[config.mk]
export PLATFORM = sky130hd
export DESIGN_NAME = bird_motion_ctrl_flat
export DESIGN_NICKNAME = d
export VERILOG_FILES = /design/src/rtl/bird_motion_pkg.sv /design/src/rtl/bird_motion_ctrl_if.sv /design/src/rtl/bird_step.sv /design/src/rtl/bird_motion_ctrl.sv /design/src/flat_wrapper.sv
export SDC_FILE = /design/constraint.sdc
export NUM_CORES = 1
export LEC_CHECK = 0
export CORE_MARGIN = 4
export CORE_UTILIZATION = 57
export DETAILED_ROUTE_END_ITERATION = 6
export GPL_TIMING_DRIVEN = 1
export MAX_ROUTING_LAYER = met4
export PLACE_DENSITY = 0.87
export SLEW_MARGIN = 0
export SYNTH_ARGS = -nofsm -noshare
export SYNTH_HDL_FRONTEND = slang
export SYNTH_HIERARCHICAL = 1
export SYNTH_SLANG_ARGS = --single-unit
[constraint.sdc]
create_clock -name clk -period 6.7 [get_ports clk]
set_input_delay 1.34 -clock clk [delete_from_list [all_inputs] [get_ports clk]]
set_output_delay 1.34 -clock clk [all_outputs]
set_load 0.02 [all_outputs]
[src/rtl/bird_motion_pkg.sv]
// Shared encodings and default geometry for the multi-bird motion controller.
package bird_motion_pkg;

  typedef enum logic [1:0] {
    B_IDLE = 2'b00,
    B_FLY  = 2'b01,
    B_FALL = 2'b10,
    B_ESC  = 2'b11
  } bird_st_e;

  typedef enum logic [2:0] {
    S_IDLE,
    S_ERASE,
    S_MOVE,
    S_DRAW,
    S_NEXT
  } seq_st_e;

  localparam int DEF_NUM_BIRDS = 2;
  localparam int DEF_XW        = 8;
  localparam int DEF_YW        = 7;
  localparam int DEF_X_MAX     = 150;
  localparam int DEF_Y_FLOOR   = 100;
  localparam int DEF_STEP      = 2;
  localparam int DEF_FALL_STEP = 4;
  localparam int DEF_X_START   = 40;
  localparam int DEF_X_SPACING = 60;

endpackage

[src/rtl/bird_motion_ctrl_if.sv]
// Request/done handshake between the motion controller and the shared pixel drawer.
interface bird_motion_ctrl_if #(
  parameter int XW = 8,
  parameter int YW = 7
);
  logic          draw_req;
  logic          draw_erase;
  logic [2:0]    draw_id;
  logic [XW-1:0] draw_x;
  logic [YW-1:0] draw_y;
  logic          draw_done;

  modport master (output draw_req, draw_erase, draw_id, draw_x, draw_y, input draw_done);
  modport slave  (input draw_req, draw_erase, draw_id, draw_x, draw_y, output draw_done);
endinterface

[src/rtl/bird_step.sv]
// One bird's next position/state for a frame: sticky shot/escape first, then the step.
module bird_step
  import bird_motion_pkg::*;
#(
  parameter int XW        = DEF_XW,
  parameter int YW        = DEF_YW,
  parameter int X_MAX     = DEF_X_MAX,
  parameter int Y_FLOOR   = DEF_Y_FLOOR,
  parameter int STEP      = DEF_STEP,
  parameter int FALL_STEP = DEF_FALL_STEP
) (
  input  bird_st_e      st,
  input  logic [XW-1:0] x,
  input  logic [YW-1:0] y,
  input  logic          rand_x,
  input  logic          rand_y,
  input  logic          shot_l,
  input  logic          esc_l,
  output bird_st_e      nst,
  output logic [XW-1:0] nx,
  output logic [YW-1:0] ny
);
  typedef logic [XW:0] xe_t;
  typedef logic [YW:0] ye_t;

  // One extra bit of headroom so the bounce compare never sees a wrapped sum.
  localparam xe_t XS = xe_t'(STEP);
  localparam xe_t XL = xe_t'(X_MAX);
  localparam ye_t YS = ye_t'(STEP);
  localparam ye_t YF = ye_t'(FALL_STEP);
  localparam ye_t YL = ye_t'(Y_FLOOR);

  bird_st_e st_eff;
  xe_t      xe, nxe;
  ye_t      ye, nye;

  always_comb begin
    st_eff = st;
    if (st == B_FLY && shot_l)     st_eff = B_FALL;
    else if (st == B_FLY && esc_l) st_eff = B_ESC;
    xe  = {1'b0, x};
    ye  = {1'b0, y};
    nxe = xe;
    nye = ye;
    nst = st_eff;
    case (st_eff)
      B_FLY: begin
        if (rand_x) nxe = (xe + XS > XL) ? xe - XS : xe + XS;
        else        nxe = (xe < XS)      ? xe + XS : xe - XS;
        if (rand_y) nye = (ye + YS > YL) ? ye - YS : ye + YS;
        else        nye = (ye < YS)      ? ye + YS : ye - YS;
      end
      B_FALL: begin
        nye = ye + YF;
        if (nye >= YL) begin
          nye = YL;
          nst = B_IDLE;
        end
      end
      B_ESC: begin
        if (ye < YS) begin
          nye = '0;
          nst = B_IDLE;
        end else begin
          nye = ye - YS;
        end
      end
      default: ;
    endcase
    nx = nxe[XW-1:0];
    ny = nye[YW-1:0];
  end
endmodule

[src/rtl/bird_motion_ctrl.sv]
// Multi-bird motion controller: per frame tick, erase/move/draw each live bird
// in index order through the shared drawer handshake.
module bird_motion_ctrl
  import bird_motion_pkg::*;
#(
  parameter int NUM_BIRDS = DEF_NUM_BIRDS,
  parameter int XW        = DEF_XW,
  parameter int YW        = DEF_YW,
  parameter int X_MAX     = DEF_X_MAX,
  parameter int Y_FLOOR   = DEF_Y_FLOOR,
  parameter int STEP      = DEF_STEP,
  parameter int FALL_STEP = DEF_FALL_STEP,
  parameter int X_START   = DEF_X_START,
  parameter int X_SPACING = DEF_X_SPACING
) (
  input  logic                    clk,
  input  logic                    reset,
  input  logic                    tick,
  input  logic                    spawn,
  input  logic [NUM_BIRDS-1:0]    shot,
  input  logic                    escape,
  input  logic [NUM_BIRDS-1:0]    rand_x,
  input  logic [NUM_BIRDS-1:0]    rand_y,
  bird_motion_ctrl_if.master      drw,
  output logic [NUM_BIRDS*XW-1:0] bird_x,
  output logic [NUM_BIRDS*YW-1:0] bird_y,
  output logic [2*NUM_BIRDS-1:0]  bird_state,
  output logic                    busy,
  output logic                    all_done
);
  localparam int IW = (NUM_BIRDS > 1) ? $clog2(NUM_BIRDS) : 1;

  logic [XW-1:0]        bx  [NUM_BIRDS];
  logic [YW-1:0]        by  [NUM_BIRDS];
  bird_st_e             bst [NUM_BIRDS];
  logic [NUM_BIRDS-1:0] shot_lat, esc_lat, live;

  seq_st_e       st_q, st_d;
  logic [IW-1:0] cur_q, cur_d;
  logic          tick_q, tick_edge, pend, go;
  logic [IW:0]   first_hit, next_hit;

  bird_st_e      step_st;
  logic [XW-1:0] step_x;
  logic [YW-1:0] step_y;

  // {found, index} of the lowest live bird at or above 'from'.
  function automatic logic [IW:0] find_live(input logic [NUM_BIRDS-1:0] m, input int from);
    logic [IW:0] r;
    r = '0;
    for (int i = NUM_BIRDS - 1; i >= 0; i--)
      if (i >= from && m[i]) r = {1'b1, IW'(i)};
    return r;
  endfunction

  for (genvar i = 0; i < NUM_BIRDS; i++) begin : g_flat
    assign bird_x[i*XW +: XW]  = bx[i];
    assign bird_y[i*YW +: YW]  = by[i];
    assign bird_state[2*i +: 2] = bst[i];
    assign live[i]             = (bst[i] != B_IDLE);
  end

  assign busy      = (st_q != S_IDLE);
  assign all_done  = ~|live;
  assign go        = (tick_edge | pend) & ~spawn;
  assign first_hit = find_live(live, 0);
  assign next_hit  = find_live(live, int'(cur_q) + 1);

  bird_step #(
    .XW(XW), .YW(YW), .X_MAX(X_MAX), .Y_FLOOR(Y_FLOOR),
    .STEP(STEP), .FALL_STEP(FALL_STEP)
  ) u_step (
    .st    (bst[cur_q]),
    .x     (bx[cur_q]),
    .y     (by[cur_q]),
    .rand_x(rand_x[cur_q]),
    .rand_y(rand_y[cur_q]),
    .shot_l(shot_lat[cur_q] | shot[cur_q]),
    .esc_l (esc_lat[cur_q] | escape),
    .nst   (step_st),
    .nx    (step_x),
    .ny    (step_y)
  );

  always_ff @(posedge clk) begin
    if (reset) begin
      st_q  <= S_IDLE;
      cur_q <= '0;
    end else begin
      st_q  <= st_d;
      cur_q <= cur_d;
    end
  end

  always_comb begin
    st_d  = st_q;
    cur_d = cur_q;
    case (st_q)
      S_IDLE: if (go && first_hit[IW]) begin
        st_d  = S_ERASE;
        cur_d = first_hit[IW-1:0];
      end
      S_ERASE: if (drw.draw_done) st_d = S_MOVE;
      S_MOVE:  st_d = (step_st == B_IDLE) ? S_NEXT : S_DRAW;
      S_DRAW:  if (drw.draw_done) st_d = S_NEXT;
      S_NEXT: begin
        if (next_hit[IW]) begin
          st_d  = S_ERASE;
          cur_d = next_hit[IW-1:0];
        end else begin
          st_d = S_IDLE;
        end
      end
      default: st_d = S_IDLE;
    endcase
  end

  always_comb begin
    drw.draw_req   = 1'b0;
    drw.draw_erase = 1'b0;
    drw.draw_id    = '0;
    drw.draw_x     = '0;
    drw.draw_y     = '0;
    if (st_q == S_ERASE || st_q == S_DRAW) begin
      drw.draw_req   = 1'b1;
      drw.draw_erase = (st_q == S_ERASE);
      drw.draw_id    = 3'(cur_q);
      drw.draw_x     = bx[cur_q];
      drw.draw_y     = by[cur_q];
    end
  end

  // A tick edge seen while a pass is running is remembered once; a spawn in idle defers it.
  always_ff @(posedge clk) begin
    if (reset) begin
      tick_q    <= 1'b0;
      tick_edge <= 1'b0;
      pend      <= 1'b0;
    end else begin
      tick_q    <= tick;
      tick_edge <= tick & ~tick_q;
      if (st_q != S_IDLE) pend <= pend | tick_edge;
      else                pend <= (pend | tick_edge) & spawn;
    end
  end

  always_ff @(posedge clk) begin
    for (int i = 0; i < NUM_BIRDS; i++) begin
      if (reset) begin
        bx[i]       <= '0;
        by[i]       <= '0;
        bst[i]      <= B_IDLE;
        shot_lat[i] <= 1'b0;
        esc_lat[i]  <= 1'b0;
      end else if (spawn && st_q == S_IDLE) begin
        bx[i]       <= XW'(X_START + i * X_SPACING);
        by[i]       <= YW'(Y_FLOOR);
        bst[i]      <= B_FLY;
        shot_lat[i] <= 1'b0;
        esc_lat[i]  <= 1'b0;
      end else begin
        if (shot[i] && bst[i] == B_FLY) shot_lat[i] <= 1'b1;
        if (escape && bst[i] == B_FLY && !shot[i] && !shot_lat[i]) esc_lat[i] <= 1'b1;
        if (st_q == S_MOVE && cur_q == IW'(i)) begin
          bx[i]       <= step_x;
          by[i]       <= step_y;
          bst[i]      <= step_st;
          shot_lat[i] <= 1'b0;
          esc_lat[i]  <= 1'b0;
        end
      end
    end
  end
endmodule

[src/flat_wrapper.sv]
// flat-port wrapper written by rule: the top's interface ports become plain ports
module bird_motion_ctrl_flat import bird_motion_pkg::*;
#(
  parameter int NUM_BIRDS = DEF_NUM_BIRDS,
  parameter int XW        = DEF_XW,
  parameter int YW        = DEF_YW,
  parameter int X_MAX     = DEF_X_MAX,
  parameter int Y_FLOOR   = DEF_Y_FLOOR,
  parameter int STEP      = DEF_STEP,
  parameter int FALL_STEP = DEF_FALL_STEP,
  parameter int X_START   = DEF_X_START,
  parameter int X_SPACING = DEF_X_SPACING
)
  (clk, reset, tick, spawn, shot, escape, rand_x, rand_y, bird_x, bird_y, bird_state, busy, all_done, drw_draw_req, drw_draw_erase, drw_draw_id, drw_draw_x, drw_draw_y, drw_draw_done);
  bird_motion_ctrl_if #(.XW(XW), .YW(YW)) drw_i ();
  input  logic clk;
  input  logic reset;
  input  logic tick;
  input  logic spawn;
  input  logic [NUM_BIRDS-1:0] shot;
  input  logic escape;
  input  logic [NUM_BIRDS-1:0] rand_x;
  input  logic [NUM_BIRDS-1:0] rand_y;
  output logic [NUM_BIRDS*XW-1:0] bird_x;
  output logic [NUM_BIRDS*YW-1:0] bird_y;
  output logic [2*NUM_BIRDS-1:0] bird_state;
  output logic busy;
  output logic all_done;
  output wire logic [$bits(drw_i.draw_req)-1:0] drw_draw_req;
  output wire logic [$bits(drw_i.draw_erase)-1:0] drw_draw_erase;
  output wire logic [$bits(drw_i.draw_id)-1:0] drw_draw_id;
  output wire logic [$bits(drw_i.draw_x)-1:0] drw_draw_x;
  output wire logic [$bits(drw_i.draw_y)-1:0] drw_draw_y;
  input wire logic [$bits(drw_i.draw_done)-1:0] drw_draw_done;
  assign drw_draw_req = drw_i.draw_req;
  assign drw_draw_erase = drw_i.draw_erase;
  assign drw_draw_id = drw_i.draw_id;
  assign drw_draw_x = drw_i.draw_x;
  assign drw_draw_y = drw_i.draw_y;
  assign drw_i.draw_done = drw_draw_done;
  bird_motion_ctrl #(.NUM_BIRDS(NUM_BIRDS), .XW(XW), .YW(YW), .X_MAX(X_MAX), .Y_FLOOR(Y_FLOOR), .STEP(STEP), .FALL_STEP(FALL_STEP), .X_START(X_START), .X_SPACING(X_SPACING)) u_core (.clk(clk), .reset(reset), .tick(tick), .spawn(spawn), .shot(shot), .escape(escape), .rand_x(rand_x), .rand_y(rand_y), .drw(drw_i), .bird_x(bird_x), .bird_y(bird_y), .bird_state(bird_state), .busy(busy), .all_done(all_done));
endmodule
==> flow_summary_export.csv <==
group,metric,value,unit
outcome,status,"finished, final reports clean",
worst_setup_path,cp_slowest_cell,"dfxtp_1",
synth,ys.flop_type,"edfxtp_1",
pwr,power_density,217,nW/um^2
sta,finalHoldViolCount,0,
sta,tns,0,ns
clock_network,postCtsSetupBuffers,0,
flow_run,drv_cap,0,
pwr,combPwrFrac,39.7,%
placed_design,place_congestion,0.913,
synth,synth_top_area_share,29.1,%
global_route,grt_pass1_vias,3001,
worst_setup_path,worstPathCellList,"nand2b_1 > nor2b_1 > clkdlybuf4s50_1",
clock_network,cts_buffer_depth,2,
synth,syn_area,3510,um^2
worst_setup_path,path_class,"flop to output pin",
worst_setup_path,cp.depth,3,
finish,syn_to_final_growth,21.3,%
synth,synth-async-reset-ratio,0,%
floorplanning,ioPinCount,68,
floorplanning,dieWidth,86.5,um
pwr,switching_share,35.8,%
worst_setup_path,cp_top_family,"simple AND/OR/NAND/NOR gates",
global_route,overflow,0,
global_route,track_usage,26.4,%
sta,whs,0.398,ns
clock_network,cts_sinks,46,
finish,nNetsFinal,450,
route,firstDrtPassIters,5,
synth,synth_commonest_cells,"34 x edfxtp_1, 31 x nor2_1, 25 x and2_1",
worst_setup_path,rr_worst_depth,11,
synth,postSynthAreaPerCell,9.26,um^2
worst_setup_path,critPathBufInv,1,
pwr,power.share.clock,21.7,%
clock_network,holdBufCountCts,0,
synth,synth_warnings,6,
worst_setup_path,slowest_delay,0.67,ns
min_path,hold_path.class,"flop to flop",
floorplanning,die_area,7470,um^2
pwr,leakage,1.63,nW
sta,setup_viol,0,
placed_design,dp_cells,498,
clock_network,cts_tree,"done",
floorplanning,num_rows,28,
sta,drv_slew,0,
synth,synth_largest_area_cell,"edfxtp_1",
pwr,p_sw,0.000330,W
finish,multiInputGateArea,2060,um^2
sta,fin_crit_sh,57.6,%
sta,grt_setup_unrepaired,"no",
sta,tightest_slew,0.858,ns
floorplanning,core-area,5960,um^2
synth,ys_seq_area_share,35.9,%
synth,synthTopCellsByArea,"edfxtp_1 29%, mux2_2 7.1%, dfxtp_1 6.8%",
sta,min_period,3.86,ns
clock_network,postCtsResizedCells,0,
worst_setup_path,arrival,2.52,ns
clock_network,cts_buffers,5,
sta,slew_headroom,42.8,%
finish,stdcell_count,506,
synth,yosysMostFrequentCell,"edfxtp_1",
route,vias,3122,
global_route,grt_first_pass_wirelength,15100,um
finish,n_antenna_cell,0,
sta,final.setup_skew,0.00660,ns
route,first_iter_violations,310,
placed_design,place_hpwl,6670,um
global_route,grt_max_degree,20,
finish,regArea,1260,um^2
pwr,power,0.000922,W
worst_setup_path,ff2ff_setup_slack,2.91,ns
pwr,vdd_drop_max,0.000114,V
synth,postSynthCellCount,379,
global_route,grt_antenna_before_repair,0,
sta,max_freq,259,MHz
worst_setup_path,cp_max_fo,18,
worst_setup_path,crit_path_start_kind,"flop",
synth,synth_seq_cells,46,
clock_network,htreeDepth,2,
floorplanning,die_h,86.5,um
finish,n_fill_cell,479,
clock_network,cts_root_buffer,"clkbuf_8",
clock_network,clkLatencyLatePin,0.30,ns
placed_design,portBuffers,65,
min_path,hold_depth,1,
route,routedWlPerCell,18.7,um
route,drc,0,
route,viasPerCell,6.17,
pwr,p_int,0.000592,W
synth,synth-edff-count,34,
worst_setup_path,end_kind,"output pin",
finish,drive_above_1_share,12.5,%
route,drtAntennaViolNets,0,
worst_setup_path,critPathRequiredTime,5.36,ns
floorplanning,start_util,58.9,%
pwr,seqPwrFrac,38.6,%
clock_network,clk_pin_slew,0.08,ns
route,wirelength,9480,um
synth,synth.distinct_cells,65,
[power by group through the flow]
stage / registers [W] / logic [W] / clock network (W)
finish: 0.000356 / 0.000366 / 0.000200
global route: 0.000360 / 0.000394 / 0.000213
CTS: 0.000356 / 0.000361 / 0.000202
detailed placement: 0.000362 / 0.000359 / 0
global placement: 0.000360 / 0.000356 / 0
floorplan: 0.000383 / 0.000219 / 0
[metrics by stage]
stage | area, um^2 | setup slack (ns) | utilization (%)
2_1_floorplan | 3510 | 3.23 | -
3_3_place_gp | 4140 | 2.60 | 69.6
3_5_place_dp | 4140 | 2.57 | 69.6
4_1_cts | 4260 | 2.82 | 71.4
5_1_grt | 4260 | 2.68 | 71.4
6_report | 4260 | 2.84 | 71.4
[layer usage]
layer,vias up,routed length [um],global-route usage (%)
li1,1474,-,-
met1,1490,4290,36.0
met2,141,4400,41.9
met3,17,646,3.14
met4,0,144,7.22
met5,-,0,-
[placed cells by master, fill, tap and decap left out, drive strengths merged, types with 12 or more instances in the layout]
cell type      netlist  final
nand2               23     23
mux2                22     22
and2                25     25
edfxtp              34     34
nor2b               22     22
a21o                13     13
clkdlybuf4s50        0     65
o21ai               12     12
nor3                14     14
nor2                31     31
inv                 16     16
dfxtp               12     12
[flip-flops by register name, indices dropped and copies added (netlist names), named ones only]
name	count
u_core/esc_lat	2
u_core/cur_q	1
u_core/tick_q	1
u_core/bst	4
u_core/tick_edge	1
u_core/st_q	3
u_core/shot_lat	2
u_core/bx	16
u_core/by	14
u_core/pend	1
[area by class of cell]
class,count,area share [%]
repair buffers,68,15.8
inverters,16,1.41
multi-input cells,293,48.3
flip-flops and latches,46,29.6
well taps,75,2.21
clock buffers,8,2.62
[final timing paths]
kind	startpoint	endpoint
setup / recovery	u_core/st_q[0]	drw_draw_y[6]
hold / removal	u_core/tick_q	u_core/tick_edge
setup reg to reg	flop	u_core/by[0][4]
hold reg to reg	u_core/tick_q	u_core/tick_edge
[logic make-up after synthesis]
| kind of cell | Yosys count | synth area share [%] |
|---|---|---|
| other cells | 1 | 0.107 |
| simple gates | 161 | 25.8 |
| compound gates | 79 | 16.9 |
| mux | 28 | 8.77 |
| buf+inv | 41 | 5.88 |
| xor+xnor | 15 | 3.74 |
| flops | 46 | 35.9 |
| fa+ha+maj | 8 | 2.85 |
No activity file was read; power rests on OpenSTA's default activity.
